## config.mk

```make
export PLATFORM = sky130hd
export DESIGN_NAME = gray_decoder_pipe
export DESIGN_NICKNAME = d
export VERILOG_FILES = /design/src/rtl/gray_pkg.sv /design/src/rtl/gray_decoder_stage.sv /design/src/rtl/gray_decoder_pipe.sv
export SDC_FILE = /design/constraint.sdc
export NUM_CORES = 1
export LEC_CHECK = 0
export BUFFER_PORTS_ARGS = -buffer_cell sky130_fd_sc_hd__buf_2
export CORE_MARGIN = 4
export CORE_UTILIZATION = 41
export CTS_CLUSTER_SIZE = 30
export DETAILED_ROUTE_END_ITERATION = 12
export GPL_ROUTABILITY_DRIVEN = 1
export PLACE_DENSITY = 0.66
export SLEW_MARGIN = 20
export SYNTH_ARGS = -nofsm -noshare
export SYNTH_HDL_FRONTEND = slang
export SYNTH_SLANG_ARGS = --single-unit
```

## constraint.sdc

```tcl
create_clock -name i_clk -period 1.9 [get_ports i_clk]
set_clock_uncertainty 0.15 [all_clocks]
set_input_delay 0.19 -clock i_clk [delete_from_list [all_inputs] [get_ports i_clk]]
set_output_delay 0.19 -clock i_clk [all_outputs]
set_load 0.01 [all_outputs]
```

## src/rtl/gray_pkg.sv

```systemverilog
// Shared Gray-code helpers: chunk sizing for the pipelined decoder and
// word-level reference conversions.
package gray_pkg;

  localparam int GRAY_MAX_W = 64;

  typedef logic [GRAY_MAX_W-1:0] gray_word_t;

  // Ceiling division; a zero stage count is rejected by the decoder itself.
  function automatic int gray_chunk_size(int width, int stages);
    if (stages < 1) return width;
    return (width + stages - 1) / stages;
  endfunction

  function automatic gray_word_t bin2gray(gray_word_t b);
    return b ^ (b >> 1);
  endfunction

  function automatic gray_word_t gray2bin(gray_word_t g);
    gray_word_t b;
    b[GRAY_MAX_W-1] = g[GRAY_MAX_W-1];
    for (int i = GRAY_MAX_W-2; i >= 0; i--) b[i] = b[i+1] ^ g[i];
    return b;
  endfunction

endpackage

```

## src/rtl/gray_decoder_stage.sv

```systemverilog
// One pipeline stage of the Gray decoder: converts bits HI..LO of the word in
// place (bits above are already binary) and registers the result.
module gray_decoder_stage #(
  parameter int DATA_WIDTH = 8,
  parameter int HI         = 7,
  parameter int LO         = 0
) (
  input  logic                  clk,
  input  logic                  rst,
  input  logic                  en,
  input  logic                  up_valid,
  input  logic [DATA_WIDTH-1:0] up_data,
  output logic                  valid,
  output logic [DATA_WIDTH-1:0] data
);

  logic [DATA_WIDTH-1:0] conv;

  // The MSB of the word is identical in both codes, so the chain starts one
  // below it; an empty range (LO > HI) leaves the vector untouched.
  always_comb begin
    conv = up_data;
    for (int i = DATA_WIDTH-2; i >= 0; i--) begin
      if (i <= HI && i >= LO) conv[i] = conv[i+1] ^ up_data[i];
    end
  end

  always_ff @(posedge clk) begin
    if (rst) begin
      valid <= 1'b0;
      data  <= '0;
    end else if (en) begin
      valid <= up_valid;
      if (up_valid) data <= conv;
    end
  end

endmodule

```

## src/rtl/gray_decoder_pipe.sv

```systemverilog
// Streaming Gray-to-binary decoder with the prefix-XOR chain split across
// NUM_STAGES registered stages and a valid/ready handshake on both sides.
module gray_decoder_pipe
  import gray_pkg::*;
#(
  parameter int DATA_WIDTH = 8,
  parameter int NUM_STAGES = 2
) (
  input  logic                  i_clk,
  input  logic                  i_rst,
  input  logic [DATA_WIDTH-1:0] i_gray,
  input  logic                  i_valid,
  output logic                  o_ready,
  output logic [DATA_WIDTH-1:0] o_bin,
  output logic                  o_valid,
  input  logic                  i_ready
);

  localparam int CHUNK = gray_chunk_size(DATA_WIDTH, NUM_STAGES);

  if (DATA_WIDTH < 1 || NUM_STAGES < 1 || NUM_STAGES > DATA_WIDTH) begin : g_bad_params
    $error("gray_decoder_pipe: need DATA_WIDTH >= 1 and NUM_STAGES in 1..DATA_WIDTH");
  end

  logic [NUM_STAGES-1:0]                 valid_q;
  logic [NUM_STAGES-1:0][DATA_WIDTH-1:0] data_q;
  logic [NUM_STAGES-1:0]                 en;

  // Ready ripples back from the sink; an empty stage always accepts, which
  // is what lets bubbles collapse under backpressure.
  always_comb begin
    logic nxt;
    en  = '0;
    nxt = i_ready;
    for (int s = NUM_STAGES-1; s >= 0; s--) begin
      en[s] = !valid_q[s] || nxt;
      nxt   = en[s];
    end
  end

  for (genvar s = 0; s < NUM_STAGES; s++) begin : g_stage
    localparam int HI     = DATA_WIDTH - 1 - s*CHUNK;
    localparam int LO_RAW = DATA_WIDTH - (s+1)*CHUNK;
    localparam int LO     = (LO_RAW < 0) ? 0 : LO_RAW;

    logic                  up_valid;
    logic [DATA_WIDTH-1:0] up_data;

    if (s == 0) begin : g_src_in
      assign up_valid = i_valid;
      assign up_data  = i_gray;
    end else begin : g_src_prev
      assign up_valid = valid_q[s-1];
      assign up_data  = data_q[s-1];
    end

    gray_decoder_stage #(
      .DATA_WIDTH(DATA_WIDTH),
      .HI        (HI),
      .LO        (LO)
    ) u_stage (
      .clk     (i_clk),
      .rst     (i_rst),
      .en      (en[s]),
      .up_valid(up_valid),
      .up_data (up_data),
      .valid   (valid_q[s]),
      .data    (data_q[s])
    );
  end

  assign o_ready = en[0];
  assign o_valid = valid_q[NUM_STAGES-1];
  assign o_bin   = data_q[NUM_STAGES-1];

endmodule

```

Word level (Yosys, flattened, before mapping)
Index checks and enable logic that the tools add are counted.
{"block": "totals", "out_inout_bits": 10, "input_bits": 12, "regBits": 18}
{"block": "op_classes", "reduce_logical": 6, "bitwise_logic": 7}
{"operator": "XOR 1 bit", "count": 7}
{"operator": "AND reduction 2 bit", "count": 2}
{"operator": "logical NOT 1 bit", "count": 2}
{"operator": "logical OR 1 bit", "count": 2}

Depth between registers and ports, before layout
{"block": "depth", "ltp_word": 4, "mapped_depth": 5}

Modules after synthesis
Synthesis repeated with hierarchy kept, for this count alone.
{"block": "unflattened", "hier_cells": 84, "area_unflattened_um2": 742.0}
{"module": "gray_decoder_stage at g_stage[1].u_stage", "n_inst": 1, "area_each_um2": 374.1, "cells_each": 42, "seq_area_each_um2": 180.2}
{"module": "gray_decoder_stage at g_stage[0].u_stage", "n_inst": 1, "area_each_um2": 354.1, "cells_each": 40, "seq_area_each_um2": 180.2}
{"module": "gray_decoder_pipe", "n_inst": 1, "area_each_um2": 13.8, "cells_each": 2, "seq_area_each_um2": 0.0}

Least setup slack after synthesis
Ideal clock, no wire load.
{"block": "synth_timing", "kind": "flip-flop to flip-flop", "startpoint": "register g_stage[1].u_stage.valid", "endpoint": "register g_stage[1].u_stage.data[0]", "path_slack_ns": 0.507, "stages_incl_launch_ff": 6, "setup_time_ns": 0.120, "t_arrival_ns": 1.123, "period_less_slack_ns": 1.393, "cell_sequence": "dfxtp_1 or2b_2 and2_1 clkbuf_8 nand4b_1 nand3_1"}
{"block": "synth_via", "elab_chain_cells": 3}
{"item": "start, declared", "line_no": "gray_decoder_stage.sv:13", "rtl": "output logic valid,"}
{"item": "start signal, assigned", "line_no": "gray_decoder_stage.sv:33", "rtl": "valid <= up_valid;"}
{"item": "logical NOT 1 bit", "line_no": "gray_decoder_pipe.sv:36", "rtl": "en[s] = !valid_q[s] || nxt;"}
{"item": "logical OR 1 bit", "line_no": "gray_decoder_pipe.sv:36"}
{"item": "AND reduction 2 bit (no line)"}
{"item": "end signal, assigned", "line_no": "gray_decoder_stage.sv:34", "rtl": "if (up_valid) data <= conv;"}
{"item": "end, declared", "line_no": "gray_decoder_stage.sv:14", "rtl": "output logic [DATA_WIDTH-1:0] data"}
No other way between the ends.
A chain may end at the register's enable or synchronous reset.

Worst setup path after layout
{"block": "layout_timing", "startpoint": "input port i_valid", "endpoint": "register g_stage[0].u_stage.data[3]"}
{"block": "layout_via", "elab_chain_cells": 1}
{"item": "start, declared", "line_no": "gray_decoder_pipe.sv:12", "rtl": "input logic i_valid,"}
{"item": "AND reduction 2 bit (no line)"}
{"item": "end signal, assigned", "line_no": "gray_decoder_stage.sv:34"}
{"item": "end, declared", "line_no": "gray_decoder_stage.sv:14"}
No other way between the ends.

==> results.md <==
Run status:
- The run finished with clean final reports.

Hold path:
- The tightest min-delay check is of the in2reg type.

Critical path:
- The worst setup path is launched from an input port.
- STA puts the critical path data arrival time at about 1.5 ns.
- The highest net fanout along the worst path is 10.
- The critical path in this run is classified as in2reg.
- STA puts the critical path data required time at slightly below 2 ns.
- The worst setup path is captured at a register.

Timing:
- Setup repair after global routing left no endpoint under its margin.
- The total count of hold-check failures in the final report is 0.
- The final critical-path share of the clock period is between 70% and 80%.
- Setup violations remaining at the end of the flow were counted as 0.
- The maximum achievable frequency is about 680 MHz.
- The headroom to the max-slew limit is 70.70%.
- The pin slew with the least headroom to its limit is 0.4395 ns.
- The post-route setup TNS is 0 ns.
- Subtracting the final worst setup slack from the clock period gives between 1 and 1.5 ns.
- The max-slew violation count came to 0.
- Across all setup checks in the final design, the least slack found is about 0.43 ns.

Floorplan:
- The area of the core is roughly 1600 um2.
- Measured along the y axis, the die boundary spans about 50 um.
- For this configuration, the core starts out at a cell density of between 40% and 50%.
- The floorplan row count is 14.
- The die covers about 2500 um2.
- Pin placement for this block handled 22 I/O pins.
- The horizontal die dimension is about 50 um.

Pwr:
- The final total power is between 700 and 800 uW.
- The leakage power of the design is just over 0.4 nW.
- The share of power burned in the clock network is 30.2%.
- The maximum VDD drop is a little under 0.7 mV.
- Sequential cells burn a little over half of the power.
- The share of total power dissipated in combinational logic is roughly 15%.
- The reported net switching power is around 190 uW.
- Dividing total power by cell area gives a power density of slightly above 800 nW/um2.
- The internal power component is between 500 and 600 uW.
- Of the total power, the share spent switching nets is 24.71%.

Synth:
- The synthesized netlist contains 21 unique library cells.
- In this run the biggest area consumer among cell types represents between 40% and 50% of the synthesized area.
- The share of synthesized area occupied by flip-flops and latches is approximately half.
- Counting every instance in the synthesized netlist gives just under 80.
- The per-instance average area after synthesis is between 9 and 10 um2.
- The number of nets in the synthesized netlist is 90.
- The leading area contributor after synthesis is dfxtp_1.
- By area the synthesized netlist is led by dfxtp_1, mux2i_1, nand2_1.
- The total standard cell area after synthesis is 729.5 um2.
- The Yosys step of the flow raised 0 warnings.
- The synthesized design contains 18 register bits.

Place:
- Counting tap cells, the placed design contains a total of 119 instances.
- Prior to clock tree synthesis, the placed netlist has a worst setup slack of 0.4631 ns.
- At the end of routability-driven placement, the weighted congestion stood at 0.7153.
- The count of buffers added on input and output ports is 21.

GRT:
- The pin count of the biggest net entering global routing is 21.
- The wire length of the first global-routing pass is between 2000 and 2500 um.
- The number of antenna violations at the first check in global routing is 0.
- The all-layer global routing usage is 11.23%.
- The via count of the first global-routing pass is between 500 and 600.
- The total overflow left after global routing is 0.

Clocking:
- In this run the number of H-tree levels came out at 1.
- The number of buffers between clock root and the deepest sink is 2.
- TritonCTS built the clock tree.
- The register clock-pin slew on the reported worst setup and hold paths is roughly 0.1 ns.
- The number of buffers inserted by hold repair at cts is 4.
- Clock tree synthesis inserted a total of 3 buffers.
- The number of setup buffers added after CTS is 0.
- The root buffer cell is clkbuf_4.
- The later pin in the worst-skew pair is clocked with a latency of ~0.29 ns.
- The number of clock sinks is 18.
- In this run, post-CTS repair resized a total of 0 instances.

Drt:
- The ratio of routed vias to standard cells is 4.461.
- The first detailed-routing pass took 3 iterations.
- Summed over all layers, the routed wires come to approximately 1300 um.
- The first routing iteration left 4 violations.
- The number of DRC violations after detailed routing is 0.
- After detailed routing, the average wire length per cell comes to 10.45 um.
- The total number of vias is between 500 and 600.
- The count of nets left with antenna violations once routing finished came out at 0.

Final layout:
- After the last flow step, the layout net total stands at 117.
- The fraction of final layout cells with drive strength greater than 1 is about a quarter.
- Leaving out fill and tap cells, the most frequent cell in the layout is buf_2.
- The layout has 152 filler cells.
- The count of non-filler cells in the finished layout is about 130.
- The antenna diode instance count is 0.
- In the layout the commonest cells are buf_2, dfxtp_1, nor2_1, nand2_1, a21oi_1.
- The area growth from synthesis to layout is 26.24%.

Run:
- Max-cap violations in this run came to 0.
==> path summary, 6_finish.rpt <==
path / startpoint / to / slack [ns] / cells after the start
worst max-delay path: i_valid / g_stage[0].u_stage.data[3]$_SDFFE_PP0P_ / 0.43 / 5
worst min-delay path: i_gray[7] / g_stage[0].u_stage.data[7]$_SDFFE_PP0P_ / 0.03 / 3
worst max register to register: g_stage[1].u_stage.valid$_SDFFE_PP0P_ / g_stage[1].u_stage.data[0]$_SDFFE_PP0P_ / 0.44 / 4
worst min register to register: g_stage[1].u_stage.data[2]$_SDFFE_PP0P_ / g_stage[1].u_stage.data[2]$_SDFFE_PP0P_ / 0.30 / 2
==> layer usage <==
| layer | vias to the layer above | track usage, % | wire length [um] |
|---|---|---|---|
| li1 | 305 | - | - |
| met1 | 249 | 13.66 | 646 |
| met2 | 15 | 17.17 | 584 |
| met3 | 2 | 6.213 | 95 |
| met4 | 0 | 2.765 | 11 |
| met5 | - | 0 | 0 |
==> power by group through the flow <==
| stage | clock network (mW) | logic (mW) | registers (mW) |
|---|---|---|---|
| 4_1_cts | 0.238 | 0.116 | 0.418 |
| 3_5_place_dp | 0 | 0.109 | 0.427 |
| 5_1_grt | 0.259 | 0.130 | 0.422 |
| 6_report | 0.231 | 0.117 | 0.418 |
| 2_1_floorplan | 0 | 0.0760 | 0.429 |
| 3_3_place_gp | 0 | 0.108 | 0.426 |
==> registers in the layout (all words and copies together), names as in the netlist <==
signal and count:
g_stage.u_stage.valid 2, g_stage.u_stage.data 16
==> cells by family after synthesis <==
logic type	Yosys count	synth area share, %
AO/OA/AOI/OAI	10	7.890
XOR/XNOR	7	9.435
flip-flops	18	49.40
multiplexers	6	8.234
AND/OR/NAND/NOR	31	19.90
buffers and inverters	6	5.145
==> Yosys cell counts, drive strengths merged <==
library cell and instances:
a211oi 3, nand3 1, nand2 11, nor3 1
xor2 3, or2b 1, nand3b 2, or4 1
and2 2, mux2i 6, inv 2, dfxtp 18
clkbuf 2, xnor2 4, buf 2, nand4b 1
a21oi 7, nor2 11
==> through the flow <==
stage          instance area (um2)  hold slack [ns]  util [%]
3_5_place_dp                 834.6           0.2831     52.35
6_report                     920.9          0.02669     57.77
4_1_cts                      910.9        0.0005520     57.14
3_3_place_gp                 834.6           0.2762     52.35
2_1_floorplan                729.5           0.1681         -
5_1_grt                      920.9          0.02536     57.77
==> area by class of cell <==
class / count / area [um2] / share of cell area [%]
clock buffers: 4 / 36.28 / 3.940
inverters: 2 / 7.507 / 0.8152
multi-input cells: 54 / 331.6 / 36.01
flip-flops and latches: 18 / 360.3 / 39.13
well taps: 24 / 30.03 / 3.261
repair buffers: 26 / 155.1 / 16.85
==> worst max-delay path, cell delays in order <==
cell and delay, ns:
dlygate4sd3_1 0.51, buf_2 0.10, and2_1 0.39, mux2i_1 0.25
nor2_1 0.06
No activity file was read; power rests on OpenSTA's default activity.
